File: config.mk
export PLATFORM = sky130hd
export DESIGN_NAME = pwm_decoder
export DESIGN_NICKNAME = d
export VERILOG_FILES = /design/src/rtl/pwm_decoder.sv
export SDC_FILE = /design/constraint.sdc
export NUM_CORES = 1
export LEC_CHECK = 0
export CAP_MARGIN = 0
export CELL_PAD_IN_SITES_DETAIL_PLACEMENT = 0
export CELL_PAD_IN_SITES_GLOBAL_PLACEMENT = 1
export CORE_ASPECT_RATIO = 1.1
export CORE_MARGIN = 2
export CORE_UTILIZATION = 43
export DETAILED_ROUTE_END_ITERATION = 10
export GPL_ROUTABILITY_DRIVEN = 0
export PLACE_DENSITY_LB_ADDON = 0.1
export SLEW_MARGIN = 20
export SYNTH_ARGS = -nofsm -noshare
export SYNTH_HDL_FRONTEND = slang
export SYNTH_SLANG_ARGS = --single-unit
File: constraint.sdc
create_clock -name clk_3125KHz -period 3.47 [get_ports clk_3125KHz]
set_input_delay 0.694 -clock clk_3125KHz [delete_from_list [all_inputs] [get_ports clk_3125KHz]]
set_output_delay 0.694 -clock clk_3125KHz [all_outputs]
set_load 0.01 [all_outputs]
File: src/rtl/pwm_decoder.sv
// pwm_decoder
//   Receive-side decoder for the 16-slot PWM generator. Samples an
//   asynchronous PWM line on the 3.125 MHz system clock and measures, for
//   every period between two successive rising edges, the high time and the
//   period length. It then reports the recovered 4-bit duty code. A line
//   with no rising edge for TIMEOUT cycles (stuck high or stuck low) is
//   reported as duty 0 with the timeout level set.
//
// Parameters
//   CNT_W    width of the high-time and period counters
//   TIMEOUT  cycles without a rising edge before the line is declared stuck
//            (16 < TIMEOUT < 2**CNT_W)
//
// Ports
//   clk_3125KHz  in   system clock; all logic runs on the rising edge
//   rst_n        in   synchronous active-low reset
//   pwm_in       in   asynchronous PWM line
//   duty_cycle   out  recovered duty code, min(high_time, 15)
//   high_time    out  high cycles in the last completed period
//   period       out  total cycles in the last completed period
//   valid        out  one-cycle strobe: the outputs were updated this cycle
//   period_err   out  last measurement had a period other than 16
//   timeout      out  level: no rising edge seen for TIMEOUT cycles
module pwm_decoder #(
  parameter int CNT_W   = 8,
  parameter int TIMEOUT = 64
) (
  input  logic             clk_3125KHz,
  input  logic             rst_n,
  input  logic             pwm_in,
  output logic [3:0]       duty_cycle,
  output logic [CNT_W-1:0] high_time,
  output logic [CNT_W-1:0] period,
  output logic             valid,
  output logic             period_err,
  output logic             timeout
);

  typedef enum logic {
    IDLE    = 1'b0,
    MEASURE = 1'b1
  } state_e;

  localparam logic [CNT_W-1:0] CNT_ZERO   = {CNT_W{1'b0}};
  localparam logic [CNT_W-1:0] CNT_ONE    = {{(CNT_W-1){1'b0}}, 1'b1};
  localparam logic [CNT_W-1:0] CNT_MAX    = {CNT_W{1'b1}};
  localparam logic [CNT_W-1:0] TIMEOUT_C  = CNT_W'(TIMEOUT);
  localparam logic [CNT_W-1:0] PERIOD_NOM = CNT_W'(16);
  localparam logic [CNT_W-1:0] DUTY_MAX   = CNT_W'(15);

  // Saturating increment: the counters stick at all-ones instead of wrapping.
  function automatic logic [CNT_W-1:0] sat_inc(input logic [CNT_W-1:0] v,
                                               input logic             en);
    logic [CNT_W-1:0] r;
    if (en && (v != CNT_MAX)) begin
      r = v + CNT_ONE;
    end else begin
      r = v;
    end
    return r;
  endfunction

  // Clamp a high-time count to the 4-bit duty code.
  function automatic logic [3:0] duty_of(input logic [CNT_W-1:0] h);
    logic [3:0] r;
    if (h > DUTY_MAX) begin
      r = 4'hF;
    end else begin
      r = h[3:0];
    end
    return r;
  endfunction

  logic             s1_q, s2_q, s3_q;
  logic             rise_s;
  state_e           state_q, state_d;
  logic [CNT_W-1:0] per_cnt_q, per_cnt_d;
  logic [CNT_W-1:0] high_cnt_q, high_cnt_d;
  logic [3:0]       duty_q, duty_d;
  logic [CNT_W-1:0] high_time_q, high_time_d;
  logic [CNT_W-1:0] period_q, period_d;
  logic             valid_q, valid_d;
  logic             period_err_q, period_err_d;
  logic             timeout_q, timeout_d;

  // Synchronizer and history flop. They reset to 1, so a line that is
  // already high when reset is released is not seen as a rising edge.
  always_ff @(posedge clk_3125KHz) begin
    if (!rst_n) begin
      s1_q <= 1'b1;
      s2_q <= 1'b1;
      s3_q <= 1'b1;
    end else begin
      s1_q <= pwm_in;
      s2_q <= s1_q;
      s3_q <= s2_q;
    end
  end

  assign rise_s = s2_q & ~s3_q;

  // Next-state logic for the measurement FSM, its counters and the output
  // registers.
  always_comb begin
    state_d      = state_q;
    per_cnt_d    = per_cnt_q;
    high_cnt_d   = high_cnt_q;
    duty_d       = duty_q;
    high_time_d  = high_time_q;
    period_d     = period_q;
    valid_d      = 1'b0;
    period_err_d = period_err_q;
    timeout_d    = timeout_q;
    case (state_q)
      IDLE: begin
        if (rise_s) begin
          state_d    = MEASURE;
          per_cnt_d  = CNT_ONE;
          high_cnt_d = CNT_ONE;
        end else begin
          state_d = IDLE;
        end
      end
      MEASURE: begin
        if (rise_s) begin
          // A rise closes the period. It wins over a coincident timeout.
          // The report uses the counts as they stood before this cycle's
          // update, and the rise cycle itself starts the next period at 1.
          period_d     = per_cnt_q;
          high_time_d  = high_cnt_q;
          duty_d       = duty_of(high_cnt_q);
          period_err_d = (per_cnt_q != PERIOD_NOM);
          timeout_d    = 1'b0;
          valid_d      = 1'b1;
          per_cnt_d    = CNT_ONE;
          high_cnt_d   = CNT_ONE;
        end else if (per_cnt_q == TIMEOUT_C) begin
          period_d     = CNT_ZERO;
          high_time_d  = CNT_ZERO;
          duty_d       = 4'd0;
          period_err_d = 1'b0;
          timeout_d    = 1'b1;
          valid_d      = 1'b1;
          per_cnt_d    = CNT_ZERO;
          high_cnt_d   = CNT_ZERO;
          state_d      = IDLE;
        end else begin
          per_cnt_d  = sat_inc(per_cnt_q, 1'b1);
          high_cnt_d = sat_inc(high_cnt_q, s2_q);
        end
      end
      default: begin
        state_d    = IDLE;
        per_cnt_d  = CNT_ZERO;
        high_cnt_d = CNT_ZERO;
      end
    endcase
  end

  // State, counter and output registers.
  always_ff @(posedge clk_3125KHz) begin
    if (!rst_n) begin
      state_q      <= IDLE;
      per_cnt_q    <= CNT_ZERO;
      high_cnt_q   <= CNT_ZERO;
      duty_q       <= 4'd0;
      high_time_q  <= CNT_ZERO;
      period_q     <= CNT_ZERO;
      valid_q      <= 1'b0;
      period_err_q <= 1'b0;
      timeout_q    <= 1'b0;
    end else begin
      state_q      <= state_d;
      per_cnt_q    <= per_cnt_d;
      high_cnt_q   <= high_cnt_d;
      duty_q       <= duty_d;
      high_time_q  <= high_time_d;
      period_q     <= period_d;
      valid_q      <= valid_d;
      period_err_q <= period_err_d;
      timeout_q    <= timeout_d;
    end
  end

  assign duty_cycle = duty_q;
  assign high_time  = high_time_q;
  assign period     = period_q;
  assign valid      = valid_q;
  assign period_err = period_err_q;
  assign timeout    = timeout_q;

endmodule

# Yosys cells after proc, flatten, opt, wreduce, memory -nomap -nowiden
# Index checks and enable logic that the tools add are counted.
# word_totals
regBits,43
in_bits,3
output_inout_bits,23
wordCells,56
# classes
n_addsub,2
magnitude_cmp,1
n_eq_ne,7
mux,25
bitwise,3
n_reduce_logical,6
# ops
operator,n
two-way mux 8 bit,10
one-hot mux 8 bit (2 select lines),2
adder 8 x 1 -> 8 bit (second input constant),2
inequality test 8 bit (second input constant),2
two-way mux 4 bit,3
two-way mux 1 bit,9
== test 8 x 7 -> 1 bit (second input constant),1
greater-than comparator 8 x 4 -> 1 bit (second input constant),1
inequality test 4 x 2 -> 1 bit (second input constant),2
inequality test 8 x 5 -> 1 bit (second input constant),1
AND reduction 2 bit,4
inequality test 2 bit (second input constant),1
NOT 1 bit,2
one-hot mux 1 bit (2 select lines),1
nonzero test 2 bit,1
bitwise AND 1 bit,1
logical AND 1 bit,1

# Depth between registers and ports, before layout
# Gate-level depths: netlist (run 1).
# logic_depth
word_depth,6
mapped_depth,8
depth_no_buf,7

# Worst setup path after synthesis (run 1)
# OpenSTA, ideal clock, no wires.
# synth_path
path_kind,register to register
startpoint,register per_cnt_q[2]
endpoint,register high_cnt_q[2]
setup_time_ns,0.120
arrival_time_ns,1.682
required_ns,3.350
setup_slack_ns,1.668
stages_incl_launch_ff,6
path_cell_list,dfxtp_1 or3_4 o311ai_4 nor2b_2 and3b_1 o31a_1
# synth_via
elab_chain_cells,4
elab_cells_between_ends,6
cone_classes,eq/ne (2); mux (3); reduce/logical (1)
# synth_lines
element,line_no,rtl
start: declaration,77,"logic [CNT_W-1:0] per_cnt_q, per_cnt_d;"
start signal: assignment,174,per_cnt_q <= per_cnt_d;
== test 8 x 7 -> 1 bit (*),137,end else if (per_cnt_q == TIMEOUT_C) begin
two-way mux 8 bit,137,
two-way mux 8 bit,125,if (rise_s) begin
one-hot mux 8 bit (2 select lines),114,case (state_q)
end signal: assignment,175,high_cnt_q <= high_cnt_d;
end: declaration,78,"logic [CNT_W-1:0] high_cnt_q, high_cnt_d;"
# Every way passes the cells marked *; elsewhere a longest branch is shown, timed or not.
# A chain may end at the register's enable or synchronous reset.

# Final worst setup path (run 1)
# layout_path
startpoint,register per_cnt_q[0]
endpoint,"register duty_q[1], in the netlist duty_cycle[1]"
# layout_via
elab_chain_cells,3
# layout_lines
element,line_no,rtl
== test 8 x 7 -> 1 bit,137,
nonzero test 2 bit (no line),n/a,
AND reduction 2 bit (no line),n/a,
end signal: assignment,176,duty_q <= duty_d;
end: declaration,79,"logic [3:0] duty_q, duty_d;"
# No other way between the ends.

==> impl_metrics.tcl, run 1 <==
set metrics [dict create \
    num_antenna_cells 0 \
    synthesis.area_mm2 0.00184 \
    synth_top_area_cell "dfxtp_1" \
    hold_violations 0 \
    dieArea_mm2 0.00483 \
    worstPathRequired_ns 3.68 \
    final_antenna_net_count 0 \
    fmax_ghz 0.456 \
    antenna_found_initial 0 \
    die_w_um 66.4 \
    critical_path.slowest_cell "o21ai_1" \
    syn-num-nets 227 \
    row_count 24 \
    h-tree-depth 2 \
    async_flop_share_pct 0 \
    drt_iter0_drc 144 \
    setup.worst_path.end_class "flop" \
    clkSlewWorstSetupHoldPaths_ns 0.08 \
    synth_most_common_cell "dfxtp_1" \
    ys_top_cells_by_area "dfxtp_1 (47%), nor2_1 (6.1%), a22oi_1 (5.3%), a21oi_1 (4.6%), o21ai_0 (4.1%)" \
    path_cells "inv_1 > ha_1 > nand2b_1 > nor3_2 > o21ai_1 > buf_4 > nand2_1 > a31oi_1" \
    clk_path_buf_depth 2 \
    pre_cts_slack_ns 1.30 \
    grt_overflow_total 0 \
    area_growth_syn_to_layout_pct 20.2 \
    tightest_slew_ns 0.879 \
    grt_pass1_wl_mm 7.24 \
    ys_seq_elements 43 \
    grt_pass1_vias 1539 \
    synth-seq-area-share_pct 46.7 \
    relSlewSlack_pct 40.6 \
    ios 26 \
    cts_tree "done" \
    post-dp-hpwl_mm 3.08 \
    drt_pass1_iterations 5 \
    coreArea_mm2 0.00405 \
    die_y_um 72.7 \
    start_kind "flop" \
    netlist_instances 221 \
    num-nets-final 249 \
    worstHoldStart "s1_q" \
    p_leak_nw 0.765 \
    start_util_pct 45.5 \
    clock_latency_ns 0.29 \
    cts_buffers 5 \
    synth_top_area_share_pct 46.7 \
    hold_path.class "reg -> reg" \
    via_count 1659 \
    max-vdd-ir-drop_mv 0.210 \
    slew_viol_final 0 \
    rsz0062_at_grt "no" \
    worstSetupStartpoint "per_cnt_q[0]" \
    grt_max_degree 34 \
    cpPeakStageDelay_ns 0.64 \
    cp_data_arrival_time_ns 2.40 \
    wirelength_mm 4.35 \
    routedWlPerCell_um 14.8 \
    fin_setup_tns_ns 0 \
    finalCriticalPeriod_ns 2.19 \
    syn_area_per_cell_um2 8.34 \
    fin_skew_ns 0.0116 \
    fin_util_pct 54.7 \
    fin_crit_sh_pct 63.2 \
    ctsResizeCount 0 \
    synth_edf_count 0 \
    rr_startpoint "per_cnt_q[0]" \
    drive_gt1_share_pct 6.58 \
    synth.distinct_cells 36 \
    setup_viol 0 \
    ys.flop_type "dfxtp_1" \
    power_density_mw_per_mm2 384 \
    crit_buf_inv 2 \
    critPathKind "reg -> reg" \
    via_per_inst 5.62 \
    grtUsageTotal_pct 19.3 \
    cts-root-buf "clkbuf_8" \
    path_max_fanout 11 \
    drc 0 \
    portBuffers 25 \
    cts.sinks 43 \
    synthTopCellsByCount "dfxtp_1 (43), nor2_1 (30), nand2_1 (19), a21oi_1 (17), o21ai_0 (15)" \
    cap_violations 0 \
    ctsHoldBuffers 0 \
    fin_ws_ns 1.28 \
    crit_family "compound AO/OA/AOI/OAI gates" \
    postCtsSetupBuffers 0 \
    yosysWarningCount 0 \
    outcome "completed" \
]
==> flip-flops by register name (all words and copies together) (netlist names), 4 cells and up <==
name / flops
period: 8
per_cnt_q: 8
high_cnt_q: 8
high_time: 8
duty_cycle: 4
==> final cells by class <==
cell class / count / area [um2]
Clock buffer: 6 / 82.6
Clock inverter: 1 / 5.00
Fill cell: 390 / 1840
Inverter: 5 / 18.8
Multi-Input combinational cell: 160 / 911
Sequential cell: 43 / 861
Tap cell: 52 / 65.1
Timing Repair Buffer: 28 / 273
==> cell families (layout without fill, tap and decap cells) <==
logic type	after synthesis	in the layout	share of synthesized area, %
adder cells (fa/ha/maj)	3	3	2.04
flip-flops	43	43	46.7
XOR/XNOR	1	1	0.475
buffers and inverters	18	40	3.87
AND/OR/NAND/NOR	95	95	25.7
AO/OA/AOI/OAI	61	61	21.2
==> power breakdown <==
part	leakage, nW	internal, W	switching, W	total, W
clock network	0.0470	0.000156	0.000161	0.000317
registers	0.347	0.000496	0.00000487	0.000501
logic	0.371	0.0000102	0.0000213	0.0000315
==> final timing paths <==
check,slack [ns],end,cells past startpoint
hold / removal,0.42,s2_q,1
setup / recovery,1.28,duty_cycle[1],8
setup reg to reg,1.28,duty_cycle[1],8
hold reg to reg,0.42,s2_q,1
==> layer usage <==
metal	GRT usage [%]	routed length [um]
met3	4.63	148
met5	0	0
met2	32.6	2200
met1	24.5	1970
met4	5.44	24
==> metrics by stage <==
| step | area, um2 | power (W) | hold slack (ns) | cells |
|---|---|---|---|---|
| final | 2220 | 0.000850 | 0.415 | 295 |
| after global routing | 2220 | 0.000885 | 0.440 | 295 |
| after CTS | 2220 | 0.000859 | 0.418 | 295 |
| after detailed placement | 2130 | 0.000544 | 0.397 | 288 |
| after global placement | 2130 | 0.000543 | 0.396 | 288 |
| after floorplan | 1840 | 0.000534 | 0.386 | 221 |
==> placed cells by master, fill, tap and decap left out, types with 5 or more instances in the layout <==
cell type        netlist  layout
dfxtp_1               43      43
nor2_1                30      30
clkdlybuf4s50_1        0      25
nand2_1               19      19
a21oi_1               17      17
o21ai_0               15      14
a22oi_1               13      13
nand3_1               12      12
a31oi_1                8       8
nand2b_1               7       7
clkbuf_8               0       6
inv_1                  5       5
and3_1                 5       5
nor3_1                 5       5
(Power assumes the default switching activity.)
==> run 2, diff against run 1 <==
--- a/config.mk
+++ b/config.mk
@@ -10,7 +10,7 @@
 export CELL_PAD_IN_SITES_GLOBAL_PLACEMENT = 1
 export CORE_ASPECT_RATIO = 1.1
 export CORE_MARGIN = 2
-export CORE_UTILIZATION = 43
+export CORE_UTILIZATION = 40
 export DETAILED_ROUTE_END_ITERATION = 10
 export GPL_ROUTABILITY_DRIVEN = 0
 export PLACE_DENSITY_LB_ADDON = 0.1
==> constraint.sdc (replaced) <==
create_clock -name clk_3125KHz -period 2.3 [get_ports clk_3125KHz]
set_input_delay 0.46 -clock clk_3125KHz [delete_from_list [all_inputs] [get_ports clk_3125KHz]]
set_output_delay 0.46 -clock clk_3125KHz [all_outputs]
set_load 0.01 [all_outputs]
==> run 2 against run 1 <==
Via count decreased by 1.3%. Wire length down 0.69%. Cell area up 1.1%. Register-to-register slack lost 0.97 ns. Worst setup slack worse by 0.97 ns. Clock power up 36%. Power up 46%. Critical endpoint is now high_cnt_q[2]. Highest routed layer unchanged.
==> impl_metrics.tcl, run 2 (synthesized netlist as in run 1, its figures left out) <==
set metrics [dict create \
    fmax_ghz 0.502 \
    power_density_mw_per_mm2 553 \
    grt_overflow_total 0 \
    start_kind "flop" \
    grt_max_degree 20 \
    hold_path.class "reg -> reg" \
    drc 0 \
    ios 26 \
    antenna_found_initial 0 \
    max-vdd-ir-drop_mv 0.359 \
    num-nets-final 254 \
    fin_skew_ns 0.00449 \
    fin_crit_sh_pct 86.6 \
    clock_latency_ns 0.29 \
    die_y_um 75.2 \
    via_count 1638 \
    critical_path.slowest_cell "o311ai_4" \
    cts_tree "done" \
    hold_ws_ns 0.409 \
    cp_data_arrival_time_ns 2.17 \
    grt_pass1_wl_mm 7.25 \
    cts-root-buf "clkbuf_8" \
    relSlewSlack_pct 48.5 \
    routedWlPerCell_um 14.4 \
    setup.worst_path.end_class "flop" \
    num_antenna_cells 0 \
    hold_violations 0 \
    fin_setup_tns_ns 0 \
    final_antenna_net_count 0 \
    clkSlewWorstSetupHoldPaths_ns 0.07 \
    grt_pass1_vias 1502 \
    ctsHoldBuffers 0 \
    drt_iter0_drc 110 \
    critPathKind "reg -> reg" \
    slew_viol_final 0 \
    cts.sinks 43 \
    portBuffers 25 \
    cap_violations 0 \
    coreArea_mm2 0.00438 \
    path_cells "or3_4 > o311ai_4 > nor2b_2 > and3b_1 > o31a_1" \
    met3_usage_pct 4.48 \
    row_count 25 \
    h-tree-depth 2 \
    path_max_fanout 9 \
    area_growth_syn_to_layout_pct 21.6 \
    ctsResizeCount 0 \
    crit_buf_inv 0 \
    cts_buffers 5 \
    postCtsSetupBuffers 0 \
    tightest_slew_ns 0.762 \
    worstPathRequired_ns 2.48 \
    final_common_cell "dfxtp_1" \
    clk_path_buf_depth 2 \
    post-dp-hpwl_mm 3.17 \
    grtUsageTotal_pct 18.9 \
    via_per_inst 5.44 \
    outcome "completed" \
    grt_use_met1_pct 24.0 \
    crit_family "simple AND/OR/NAND/NOR gates" \
    dieArea_mm2 0.00517 \
    start_util_pct 42.1 \
    drt_pass1_iterations 4 \
    drive_gt1_share_pct 7.69 \
    mostFrequentLayoutCells "dfxtp_1 (43), nor2_1 (30), clkdlybuf4s50_1 (25), nand2_1 (19), a21oi_1 (17)" \
    die_w_um 68.7 \
    rsz0062_at_grt "no" \
    finalCriticalPeriod_ns 1.99 \
    grt.busiest_layer "met2" \
    wirelength_mm 4.32 \
    setup_viol 0 \
    p_leak_nw 0.780 \
    cpPeakStageDelay_ns 0.50 \
    grtUsageMet2_pct 31.3 \
]
## run 2: final cells by class
type | count | area (um2)
multi-input combinational | 160 | 911
clock buffer | 6 | 72.6
sequential | 43 | 861
fill | 432 | 2140
inverter | 5 | 18.8
tap | 54 | 67.6
timing repair buffer | 33 | 310
## run 2: worst reg2reg max path: stages (launching register included)
cell	delay, ns
dfxtp_1	0.36
or3_4	0.43
o311ai_4	0.50
nor2b_2	0.13
and3b_1	0.21
o31a_1	0.27
## run 2: final timing paths
path | startpoint | endpoint | slack (ns) | cells after the start
worst max-delay path | per_cnt_q[2] | high_cnt_q[2] | 0.31 | 5
worst min-delay path | s1_q | s2_q | 0.41 | 1
worst min register to register | s1_q | s2_q | 0.41 | 1
worst max register to register | per_cnt_q[2] | high_cnt_q[2] | 0.31 | 5
## run 2: report_power, final
part / internal (W) / switching [W] / total (W)
clock: 0.000202 / 0.000228 / 0.000431
combinational: 0.0000184 / 0.0000324 / 0.0000508
sequential: 0.000749 / 0.00000781 / 0.000757
total: 0.000970 / 0.000269 / 0.00124
## run 2: layer usage
| layer | wire length [um] | part of all wire [%] |
|---|---|---|
| met1 | 1990 | 46 |
| met2 | 2180 | 50 |
| met3 | 111 | 2.6 |
| met4 | 36 | 0.83 |
| met5 | 0 | 0 |
## run 2: through the flow
step	cell area [um2]	power, W	instances	utilization [%]	setup slack (ns)
floorplan	1840	0.000806	221	-	0.498
global placement	2170	0.000824	295	49.5	0.371
detailed placement	2170	0.000825	295	49.5	0.336
CTS	2240	0.00126	301	51.2	0.321
global route	2240	0.00130	301	51.2	0.0867
finish	2240	0.00124	301	51.2	0.309
